==> src/rtl/spsram_ctrl_pkg.sv <==
// Shared definitions for the single-port SRAM burst controller.
// Contents:
//   - default width constants for address, data and burst-length fields
//   - FSM state encoding shared by the controller
//   - rd_credit_ok(): read-issue credit check against the 2-entry read buffer
package spsram_ctrl_pkg;

    localparam int ADDR_WIDTH_DEF = 15;
    localparam int DATA_WIDTH_DEF = 128;
    localparam int LEN_WIDTH_DEF  = 4;
    localparam int RD_FIFO_DEPTH  = 2;

    typedef enum logic [1:0] {
        ST_IDLE = 2'd0,
        ST_WR   = 2'd1,
        ST_RD   = 2'd2
    } state_t;

    // A new read may issue only if every beat already in the buffer or in
    // flight, minus the one leaving this cycle, still leaves a free slot.
    // Written as (count + inflight) < (2 + pop) so nothing can underflow.
    function automatic logic rd_credit_ok(input logic [1:0] count,
                                          input logic       inflight,
                                          input logic       pop);
        logic [2:0] used;
        logic [2:0] limit;
        used  = {1'b0, count} + {2'b00, inflight};
        limit = 3'd2 + {2'b00, pop};
        return (used < limit);
    endfunction

endpackage

==> src/rtl/spsram_rd_fifo.sv <==
// Two-entry {data, last} FIFO that captures SRAM read data so downstream
// backpressure never loses a beat.
// Ports:
//   i_clk, i_rst         clock, synchronous active-high reset
//   i_push, i_data, i_last   write side (one beat per cycle)
//   i_pop                consume the head entry
//   o_valid              FIFO non-empty
//   o_data, o_last       head entry
//   o_count              occupancy 0..2, used by the issuing logic for credit
module spsram_rd_fifo
    import spsram_ctrl_pkg::*;
#(
    parameter int DATA_WIDTH = DATA_WIDTH_DEF
) (
    input  logic                  i_clk,
    input  logic                  i_rst,
    input  logic                  i_push,
    input  logic [DATA_WIDTH-1:0] i_data,
    input  logic                  i_last,
    input  logic                  i_pop,
    output logic                  o_valid,
    output logic [DATA_WIDTH-1:0] o_data,
    output logic                  o_last,
    output logic [1:0]            o_count
);

    logic [DATA_WIDTH-1:0] r_data [0:RD_FIFO_DEPTH-1];
    logic [1:0]            r_last;
    logic                  r_wr_ptr;
    logic                  r_rd_ptr;
    logic [1:0]            r_count;
    logic                  w_do_push;
    logic                  w_do_pop;

    // When full, a push is only legal alongside a pop: the slot being
    // written is then the one just vacated by the head.
    assign w_do_pop  = i_pop && (r_count != 2'd0);
    assign w_do_push = i_push && ((r_count != 2'd2) || w_do_pop);

    // Storage, pointers and occupancy.
    always_ff @(posedge i_clk) begin
        if (i_rst) begin
            r_data[0] <= {DATA_WIDTH{1'b0}};
            r_data[1] <= {DATA_WIDTH{1'b0}};
            r_last    <= 2'b00;
            r_wr_ptr  <= 1'b0;
            r_rd_ptr  <= 1'b0;
            r_count   <= 2'd0;
        end else begin
            if (w_do_push) begin
                r_data[r_wr_ptr] <= i_data;
                r_last[r_wr_ptr] <= i_last;
                r_wr_ptr         <= ~r_wr_ptr;
            end
            if (w_do_pop) begin
                r_rd_ptr <= ~r_rd_ptr;
            end
            case ({w_do_push, w_do_pop})
                2'b10:   r_count <= r_count + 2'd1;
                2'b01:   r_count <= r_count - 2'd1;
                default: r_count <= r_count;
            endcase
        end
    end

    assign o_valid = (r_count != 2'd0);
    assign o_data  = r_data[r_rd_ptr];
    assign o_last  = r_last[r_rd_ptr];
    assign o_count = r_count;

endmodule

==> src/rtl/spsram_burst_ctrl.sv <==
// Burst access controller in front of a single-port SRAM wrapper.
// Converts burst read/write commands into per-beat SRAM accesses and
// buffers read data in a 2-entry FIFO.
// Ports:
//   CLK, RST                         clock, synchronous active-high reset
//   cmd_valid/cmd_ready, cmd_write, cmd_addr, cmd_len   burst command
//   wdata_valid/wdata_ready, wdata, wstrb               write beats
//   wr_done                          one-cycle pulse after the last write beat
//   rdata_valid/rdata_ready, rdata, rdata_last          read beats
//   A, CEN, WEN, D, Q                SRAM pins (CEN/WEN active-low)
module spsram_burst_ctrl
    import spsram_ctrl_pkg::*;
#(
    parameter int ADDR_WIDTH = ADDR_WIDTH_DEF,
    parameter int DATA_WIDTH = DATA_WIDTH_DEF,
    parameter int LEN_WIDTH  = LEN_WIDTH_DEF
) (
    input  logic                    CLK,
    input  logic                    RST,
    input  logic                    cmd_valid,
    output logic                    cmd_ready,
    input  logic                    cmd_write,
    input  logic [ADDR_WIDTH-1:0]   cmd_addr,
    input  logic [LEN_WIDTH-1:0]    cmd_len,
    input  logic                    wdata_valid,
    output logic                    wdata_ready,
    input  logic [DATA_WIDTH-1:0]   wdata,
    input  logic [DATA_WIDTH/8-1:0] wstrb,
    output logic                    wr_done,
    output logic                    rdata_valid,
    input  logic                    rdata_ready,
    output logic [DATA_WIDTH-1:0]   rdata,
    output logic                    rdata_last,
    output logic [ADDR_WIDTH-1:0]   A,
    output logic                    CEN,
    output logic [DATA_WIDTH/8-1:0] WEN,
    output logic [DATA_WIDTH-1:0]   D,
    input  logic [DATA_WIDTH-1:0]   Q
);

    localparam int STRB_WIDTH = DATA_WIDTH / 8;
    localparam logic [ADDR_WIDTH-1:0] ADDR_ONE  = {{(ADDR_WIDTH-1){1'b0}}, 1'b1};
    localparam logic [LEN_WIDTH-1:0]  LEN_ZERO  = {LEN_WIDTH{1'b0}};
    localparam logic [LEN_WIDTH-1:0]  LEN_ONE   = {{(LEN_WIDTH-1){1'b0}}, 1'b1};

    state_t                r_state;
    logic [ADDR_WIDTH-1:0] r_cur_addr;
    logic [LEN_WIDTH-1:0]  r_beats_left;
    logic                  r_inflight;
    logic                  r_inflight_last;
    logic                  r_wr_done;

    logic                  w_run;
    logic                  w_cmd_hs;
    logic                  w_wr_hs;
    logic                  w_pop;
    logic                  w_rd_issue;
    logic                  w_last_beat;
    logic [1:0]            w_fifo_count;

    // Reset gates every handshake and SRAM access combinationally, so the
    // SRAM sees CEN=1 for the whole reset cycle even if a burst was running.
    assign w_run       = ~RST;
    assign cmd_ready   = (r_state == ST_IDLE) && w_run;
    assign wdata_ready = (r_state == ST_WR) && w_run;
    assign w_cmd_hs    = cmd_valid && cmd_ready;
    assign w_wr_hs     = wdata_valid && wdata_ready;
    assign w_pop       = rdata_valid && rdata_ready;
    assign w_last_beat = (r_beats_left == LEN_ZERO);
    assign w_rd_issue  = (r_state == ST_RD) && w_run
                         && rd_credit_ok(w_fifo_count, r_inflight, w_pop);
    assign wr_done     = r_wr_done;

    // SRAM pin drive: same-cycle access for write beats and read issues.
    always_comb begin
        CEN = 1'b1;
        WEN = {STRB_WIDTH{1'b1}};
        A   = r_cur_addr;
        D   = {DATA_WIDTH{1'b0}};
        if (w_wr_hs) begin
            CEN = 1'b0;
            WEN = ~wstrb;
            D   = wdata;
        end else if (w_rd_issue) begin
            CEN = 1'b0;
        end else begin
            CEN = 1'b1;
        end
    end

    // Burst FSM: address/length tracking, read-in-flight flag, wr_done pulse.
    always_ff @(posedge CLK) begin
        if (RST) begin
            r_state         <= ST_IDLE;
            r_cur_addr      <= {ADDR_WIDTH{1'b0}};
            r_beats_left    <= LEN_ZERO;
            r_inflight      <= 1'b0;
            r_inflight_last <= 1'b0;
            r_wr_done       <= 1'b0;
        end else begin
            // Q of an issue lands next cycle; remember it and its last flag.
            r_inflight      <= w_rd_issue;
            r_inflight_last <= w_rd_issue && w_last_beat;
            r_wr_done       <= 1'b0;
            case (r_state)
                ST_IDLE: begin
                    if (w_cmd_hs) begin
                        r_cur_addr   <= cmd_addr;
                        r_beats_left <= cmd_len;
                        r_state      <= cmd_write ? ST_WR : ST_RD;
                    end
                end
                ST_WR: begin
                    if (w_wr_hs) begin
                        r_cur_addr   <= r_cur_addr + ADDR_ONE;
                        r_beats_left <= r_beats_left - LEN_ONE;
                        if (w_last_beat) begin
                            r_state   <= ST_IDLE;
                            r_wr_done <= 1'b1;
                        end
                    end
                end
                ST_RD: begin
                    if (w_rd_issue) begin
                        r_cur_addr   <= r_cur_addr + ADDR_ONE;
                        r_beats_left <= r_beats_left - LEN_ONE;
                        if (w_last_beat) begin
                            r_state <= ST_IDLE;
                        end
                    end
                end
                default: r_state <= ST_IDLE;
            endcase
        end
    end

    spsram_rd_fifo #(
        .DATA_WIDTH (DATA_WIDTH)
    ) u_rd_fifo (
        .i_clk   (CLK),
        .i_rst   (RST),
        .i_push  (r_inflight),
        .i_data  (Q),
        .i_last  (r_inflight_last),
        .i_pop   (w_pop),
        .o_valid (rdata_valid),
        .o_data  (rdata),
        .o_last  (rdata_last),
        .o_count (w_fifo_count)
    );

endmodule

==> config.mk <==
export PLATFORM = sky130hd
export DESIGN_NAME = spsram_burst_ctrl
export DESIGN_NICKNAME = d
export VERILOG_FILES = /design/src/rtl/spsram_ctrl_pkg.sv /design/src/rtl/spsram_rd_fifo.sv /design/src/rtl/spsram_burst_ctrl.sv
export SDC_FILE = /design/constraint.sdc
export NUM_CORES = 1
export LEC_CHECK = 0
export ABC_AREA = 1
export CAP_MARGIN = 20
export CORE_MARGIN = 5
export CORE_UTILIZATION = 25
export CTS_CLUSTER_DIAMETER = 30
export DETAILED_ROUTE_END_ITERATION = 8
export GPL_TIMING_DRIVEN = 0
export PLACE_DENSITY_LB_ADDON = 0.25
export SLEW_MARGIN = 25
export SYNTH_ARGS = -nofsm -noshare
export SYNTH_HDL_FRONTEND = slang
export SYNTH_SLANG_ARGS = --single-unit
==> constraint.sdc <==
create_clock -name CLK -period 6.65 [get_ports CLK]
set_input_delay 1.33 -clock CLK [delete_from_list [all_inputs] [get_ports CLK]]
set_output_delay 1.33 -clock CLK [all_outputs]
set_load 0.01 [all_outputs]
==> results of run 1 <==
layout make-up:
cell class,count,area (sq um),share of cell area
flip-flops and latches,287,8310,0.357
repair buffers,596,6050,0.260
multi-input cells,753,4090,0.176
clock buffers,89,1940,0.0833
inverters,289,1080,0.0466
well taps,704,881,0.0378
clock inverters,47,611,0.0262
plain buffers,64,287,0.0123
diodes,14,35.0,0.00150
metrics by stage:
step | total power [mW] | utilization | worst slack (ns) | TNS, ns
final | 7.49 | 0.425 | 1.36 | 0
after floorplan | 3.04 | - | 1.29 | 0
after global routing | 7.84 | 0.425 | 1.16 | 0
after global placement | 3.94 | 0.375 | -2.89 | -700.71
after CTS | 7.59 | 0.424 | 1.27 | 0
after detailed placement | 3.93 | 0.378 | 1.28 | 0
per-layer routing:
| layer | GRT usage | up-vias | wire length [um] |
|---|---|---|---|
| li1 | - | 5757 | - |
| met1 | 0.192 | 5767 | 20800 |
| met2 | 0.326 | 489 | 29300 |
| met3 | 0.0830 | 108 | 5730 |
| met4 | 0.0870 | 4 | 2000 |
| met5 | 0 | - | 27 |
power by group through the flow:
stage / registers [mW] / clock network [mW] / logic, mW
after floorplan: 2.26 / 0 / 0.778
after global placement: 2.28 / 0 / 1.66
after CTS: 2.23 / 3.67 / 1.69
final: 2.23 / 3.60 / 1.66
after global routing: 2.24 / 3.79 / 1.80
after detailed placement: 2.26 / 0 / 1.68
state kept, by name (all words and copies together), names as in the netlist, named ones only:
signal,flops
r_beats_left,4
u_rd_fifo.r_data,256
u_rd_fifo.o_count,2
r_inflight,1
u_rd_fifo.r_wr_ptr,1
wr_done,1
r_inflight_last,1
u_rd_fifo.r_last,2
r_state,2
u_rd_fifo.r_rd_ptr,1
A,15
synthesized netlist by cell type (2+ instances only):
cell | count | area (sq um)
nor2_1 | 405 | 1520
inv_1 | 286 | 1070
edfxtp_1 | 256 | 7690
mux2_2 | 128 | 1440
nand2_1 | 126 | 473
dfxtp_1 | 31 | 621
buf_2 | 30 | 150
clkbuf_1 | 30 | 113
nand3_1 | 23 | 115
a21oi_1 | 21 | 105
o21ai_0 | 10 | 50.1
ha_1 | 8 | 100
nand4_1 | 6 | 37.5
buf_1 | 3 | 11.3
nand2_2 | 3 | 18.8
o21bai_1 | 3 | 22.5
o31ai_1 | 3 | 22.5
a21oi_2 | 2 | 17.5
a22oi_1 | 2 | 15.0
clkinv_1 | 2 | 7.51
or2_2 | 2 | 12.5
xnor2_1 | 2 | 17.5
worst max-delay path by stage:
stage	to	slack [ns]	depth (start not counted)
finish	D[69]	1.36	7
floorplan	u_rd_fifo.r_data[0][0]$_SDFFCE_PN0P_	1.29	6
detailed placement	D[69]	1.28	7
CTS	D[69]	1.27	7
global route	D[69]	1.16	7
global placement	u_rd_fifo.r_data[0][28]$_SDFFCE_PN0P_	-2.89	6
logic make-up after synthesis:
| logic type | synth area share |
|---|---|
| buf+inv | 0.0996 |
| flops | 0.604 |
| fa+ha+maj | 0.00728 |
| mux | 0.105 |
| xor+xnor | 0.00191 |
| compound gates | 0.0196 |
| simple gates | 0.163 |
critical path: cells and delay by family:
family	cells	cell delay, ns
and+or+nand+nor	3	0.47
buffers and inverters	4	2.16
==> key figures, run 1 <==
Run status
  – Status: finished clean

Critical path
  – Critical R2R Capture: u_rd_fifo.r_data[1][41]$_SDFFCE_PN0P_
  – Crit path from: RST
  – CP Cell Sequence: clkdlybuf4s50_1 > nor2_4 > nand2_2 > clkbuf_1 > clkbuf_1 > nor2_1 > clkdlybuf4s50_1
  – Worst R2R Start: u_rd_fifo.o_count[1]$_SDFFE_PP0P_
  – Data arrival, critical path: ~4 ns
  – Delay of the slowest critical-path stage: slightly above 0.6 ns
  – R2R setup slack: between 3 and 4 ns
  – Startpoint types: primary input
  – Required @ worst endpoint: approximately 5.3 ns
  – Critical-path top delay cell: clkdlybuf4s50_1
  – WS Path Type: primary input to primary output
  – Reg2reg path depth: 9
  – CP Max Fanout: 10
  – CP Capture Type: primary output

Clock network
  – Post-CTS Repair Setup Buffers: 0
  – CTS Sinks: approximately 290
  – H-Tree Depth: 3
  – Clk root buf: clkbuf_16
  – Num CTS Buffers: 75
  – CTS Buffer Depth: 3
  – CTS tree: done
  – Worst-Skew Late Latency: 0.59 ns
  – # hold bufs at CTS: 0
  – Clock transition at path regs: roughly 0.040 ns
  – Cts repair resizes: 0

Power
  – Clock power share: 0.480
  – Worst vdd ir: around 180 uV
  – Sw power: a little over 2 mW
  – Combinational Power Share: 0.222
  – LEAKAGE: 9.90 nW
  – Pwr Density: 322 nW/um^2
  – Switching share of total power: 0.274
  – Internal Pwr Total: between 5 and 6 mW
  – Sequential power share: 0.298

STA
  – Final Skew: 0.0214 ns
  – Worst Max-Slew Pin Slew: about 0.82 ns
  – F_max: 189 MHz
  – Finish-stage setup viols: 0
  – Fin crit period: 5.29 ns
  – Fin. Hold Viols: 0
  – Slew Limit Fails: 0
  – Crit share post-route: 0.796
  – RSZ-0062 raised after global routing: no
  – Slew headroom: 0.451
  – Hold WS: 0.468 ns

Yosys
  – Mean post-synth cell area: just under 10 sq um
  – Seq/Total Area, Yosys: 0.604
  – Number of synthesized register bits: approximately 290
  – Post-Synthesis Cells: about 1,400
  – Number of synthesized flops with an enable pin: about 260
  – Netlist Area Pre-Place: approximately 14,000 sq um
  – Yosys cell types: 33
  – Syn_nets: 1,698
  – Fraction of registers with async set/reset: 0
  – Yosys warns: 0
  – Top_reg_cell synth: edfxtp_1

Drt
  – Final wirelength: 57,800 um
  – Drt via density: between 4 and 5
  – Via count: around 12,000
  – Final ANT Viol Nets: 0
  – 1st-pass router iterations: 5
  – Routed WL per cell: 20.3 um
  – Drt first-iter violations: roughly 420
  – DR DRC count: 0

Place
  – Placed cell count: between 2,000 and 3,000
  – HPWL after DPL: between 40,000 and 50,000 um
  – Placed instance area: 20,700 sq um
  – Port bufs: 589
  – Routability cong.: 0.978

Global route
  – Grt ovf: 0
  – Initial antenna violation count: 29
  – Largest net degree at the start of global routing: 45
  – GRT Overall Usage: 0.187
  – First-pass GRT wire length: between 80,000 and 90,000 um
  – Vias in the first global route: roughly 13,000

Layout
  – Fin area: about 23,000 sq um
  – Final instance count without filler cells: between 2,000 and 3,000
  – Commonest non-fill, non-tap cell in the layout: clkdlybuf4s50_1
  – NumNets Final: approximately 2,400
  – Area delta synth->final: 69.3%
  – Commonest cells after routing, fill and taps aside: clkdlybuf4s50_1, nor2_1, inv_1, edfxtp_1, mux2_2
  – Layout cells sized above 1: 0.136
  – Filler Cell Count: about 5,300

Worst hold path
  – Hold Startpoint: r_beats_left[1]$_SDFFE_PP0P_
  – Worst hold endpoint: r_beats_left[1]$_SDFFE_PP0P_
  – Hold Path Class: register to register
  – Hold Path Depth: 2

Floorplanning
  – Die Ht: between 200 and 250 um
  – Core area: between 50,000 and 60,000 sq um
  – Chip width: approximately 240 um
  – Die ar.: 59,800 sq um
  – # rows: 86
  – Starting density of the core: 0.251
  – I/O Pins: 590

Run
  – Max-cap check violation count: 0
Note: power is estimated with default switching activity, not from simulation.
==> run 2, diff against run 1 <==
==> constraint.sdc (replaced) <==
create_clock -name CLK -period 4.6 [get_ports CLK]
set_input_delay 0.92 -clock CLK [delete_from_list [all_inputs] [get_ports CLK]]
set_output_delay 0.92 -clock CLK [all_outputs]
set_load 0.01 [all_outputs]
==> run 2 against run 1 <==
Net effect:
- non-clock buffer count down 4
- clock-buffer cell count unchanged
- die area unchanged
- via count about the same
- register-to-register slack worse by 2.0 ns
- core utilization about the same
- wire length up 4.2%
- first-iteration DRC count up 4.0%
- hold slack better by 0.0020 ns
- critical endpoint is now D[75]
- largest cell class unchanged
- global-route usage up 0.62 points
- power up 45%
- largest power group unchanged
==> key figures, run 2 (synthesis gave the netlist of run 1 again) <==
Run status
  – Status: finished clean

Critical path
  – Top delay family on crit path: buffers and inverters
  – Critical-path top delay cell: clkdlybuf4s50_1
  – Delay of the slowest critical-path stage: 0.67 ns (+0.05 ns)
  – WP buf/inv: 4 (unchanged)
  – Crit path from: RST
  – Required @ worst endpoint: 3.68 ns (-1.64 ns)
  – CP Max Fanout: 10 (unchanged)
  – CP Cell Sequence: clkdlybuf4s50_1 > nor2_4 > nand2_2 > clkbuf_1 > clkbuf_1 > nor2_1 > clkdlybuf4s50_1
  – Worst R2R Start: u_rd_fifo.o_count[1]$_SDFFE_PP0P_
  – WS Path Type: primary input to primary output
  – Data arrival, critical path: 3.56 ns (-0.40 ns)
  – Startpoint types: primary input
  – CP Capture Type: primary output

Drt
  – Highest metal used: met5
  – 1st-pass router iterations: 5 (unchanged)
  – Drt via density: 4.26 (-0.15%)
  – Via count: 12,120 (-0.041%)
  – DRT met1 WL: 20,700 um (-0.36%)
  – DR WL met3: 5930 um (+3.5%)
  – Drt first-iter violations: 441 (+4.0%)
  – Final ANT Viol Nets: 0 (unchanged)
  – Final wirelength: 60,200 um (+4.2%)
  – Routed WL per cell: 21.2 um (+4.1%)
  – Met2 wire length: 31,600 um (+7.9%)
  – DR DRC count: 0 (unchanged)

STA
  – F_max: between 200 and 250 MHz
  – Slew Limit Fails: 0 (unchanged)
  – Fin. Hold Viols: 0 (unchanged)
  – Finish-stage setup viols: 0 (unchanged)
  – Hold WS: 0.470 ns (+0.00198 ns)
  – RSZ-0062 raised after global routing: no
  – Slew headroom: 0.351 (-0.100)
  – Fin crit period: 4.48 ns
  – Worst Max-Slew Pin Slew: 0.974 ns (+0.150 ns)
  – Final Skew: 0.0280 ns (+0.00659 ns)
  – Crit share post-route: 0.974
  – Setup TNS: 0 ns (unchanged)

Clock network
  – Cts repair resizes: 0 (unchanged)
  – CTS tree: done
  – CTS Sinks: 287 (unchanged)
  – # hold bufs at CTS: 0 (unchanged)
  – Num CTS Buffers: 79 (+5.3%)
  – Clk root buf: clkbuf_16
  – Post-CTS Repair Setup Buffers: 0 (unchanged)
  – CTS Buffer Depth: 3 (unchanged)
  – Worst-Skew Late Latency: 0.58 ns (about the same)
  – Clock transition at path regs: 0.04 ns (about the same)
  – H-Tree Depth: 3 (unchanged)

Layout
  – NumNets Final: 2,371 (unchanged)
  – Layout cells sized above 1: 0.144 (+0.00786)
  – Area delta synth->final: 69.4% (about the same)
  – Commonest non-fill, non-tap cell in the layout: clkdlybuf4s50_1
  – Max FFs per register: 256 (unchanged)
  – Commonest cells after routing, fill and taps aside: clkdlybuf4s50_1, nor2_1, inv_1, edfxtp_1, mux2_2
  – Fin area: 23,300 sq um (about the same)
  – Filler Cell Count: 5,368 (+0.85%)
  – Reg with most FFs: u_rd_fifo.r_data

Floorplanning
  – Core area: 54,800 sq um (unchanged)
  – # rows: 86 (unchanged)
  – Chip width: 245 um (unchanged)
  – Die ar.: 59,800 sq um (unchanged)
  – Starting density of the core: 0.251 (unchanged)
  – I/O Pins: 590 (unchanged)
  – Die Ht: 245 um (unchanged)

Place
  – Port bufs: 589 (unchanged)
  – Placed instance area: 20,600 sq um (-0.26%)
  – Routability cong.: 0.964 (-1.4%)
  – HPWL after DPL: 46,700 um (+5.3%)

Global route
  – GRT Overall Usage: 0.193 (+0.00624)
  – Initial antenna violation count: 24 (-17%)
  – Vias in the first global route: 12,954 (-0.75%)
  – Largest net degree at the start of global routing: 73 (+62%)
  – First-pass GRT wire length: 84,900 um (+1.9%)
  – Grt ovf: 0 (unchanged)

Power
  – Overall Power: 10.9 mW (+45%)
  – Pwr Density: 468 nW/um^2 (+45%)
  – Worst vdd ir: 223 uV (+23%)
  – LEAKAGE: 9.92 nW (+0.21%)

Run
  – Max-cap check violation count: 0 (unchanged)

Worst hold path
  – Hold Startpoint: u_rd_fifo.r_last[1]$_SDFFE_PP0P_
  – Hold Path Class: register to register
==> run 2: report_power, final <==
group	switching, mW	internal [mW]	total, mW
Combinational	1.23	1.18	2.41
Clock	1.60	3.66	5.26
Sequential	0.122	3.10	3.22
Total	2.95	7.94	10.9
==> run 2: area by class of cell <==
| cell class | instances | area [sq um] | area share |
|---|---|---|---|
| antenna | 15 | 37.5 | 0.00161 |
| buffer | 64 | 287 | 0.0123 |
| clock buffer | 89 | 2080 | 0.0892 |
| clock inverter | 53 | 529 | 0.0227 |
| inverter | 289 | 1080 | 0.0466 |
| multi-input combinational | 753 | 4110 | 0.176 |
| sequential | 287 | 8310 | 0.357 |
| tap | 704 | 881 | 0.0378 |
| timing repair buffer | 592 | 5980 | 0.257 |
==> run 2: metrics by stage <==
stage                     instances  worst slack, ns  utilization
after CTS                      2831            0.103        0.424
after floorplan                1393            0.921            -
final                          2846            0.118        0.425
after global placement         2686            -2.05        0.375
after global routing           2843           0.0463        0.425
after detailed placement       2689          -0.0463        0.377
==> run 2: path summary, 6_finish.rpt <==
kind	end	slack, ns	cells after the start
min	u_rd_fifo.r_last[1]$_SDFFE_PP0P_	0.47	2
max reg2reg	u_rd_fifo.r_data[0][44]$_SDFFCE_PN0P_	1.20	8
max	D[75]	0.12	7
min reg2reg	u_rd_fifo.r_last[1]$_SDFFE_PP0P_	0.47	2
==> run 2: tightest hold or removal path: cells and delay by family (launching register included) <==
family                 cells  cell delay [ns]
flip-flops                 1             0.29
buffers and inverters      1             0.06
AO/OA/AOI/OAI              1             0.07
==> run 2: layer usage <==
layer | vias up | track usage
met5 | - | 0
met4 | 6 | 0.0771
met3 | 98 | 0.0910
met2 | 460 | 0.351
met1 | 5795 | 0.189
li1 | 5761 | -
==> run 3, diff against run 2 <==
--- a/config.mk
+++ b/config.mk
@@ -6,7 +6,6 @@
 export NUM_CORES = 1
 export LEC_CHECK = 0
 export ABC_AREA = 1
-export CAP_MARGIN = 20
 export CORE_MARGIN = 5
 export CORE_UTILIZATION = 25
 export CTS_CLUSTER_DIAMETER = 30
==> results of run 3 <==
Same layout as run 2: the final DEF is identical, and so are final timing and power.
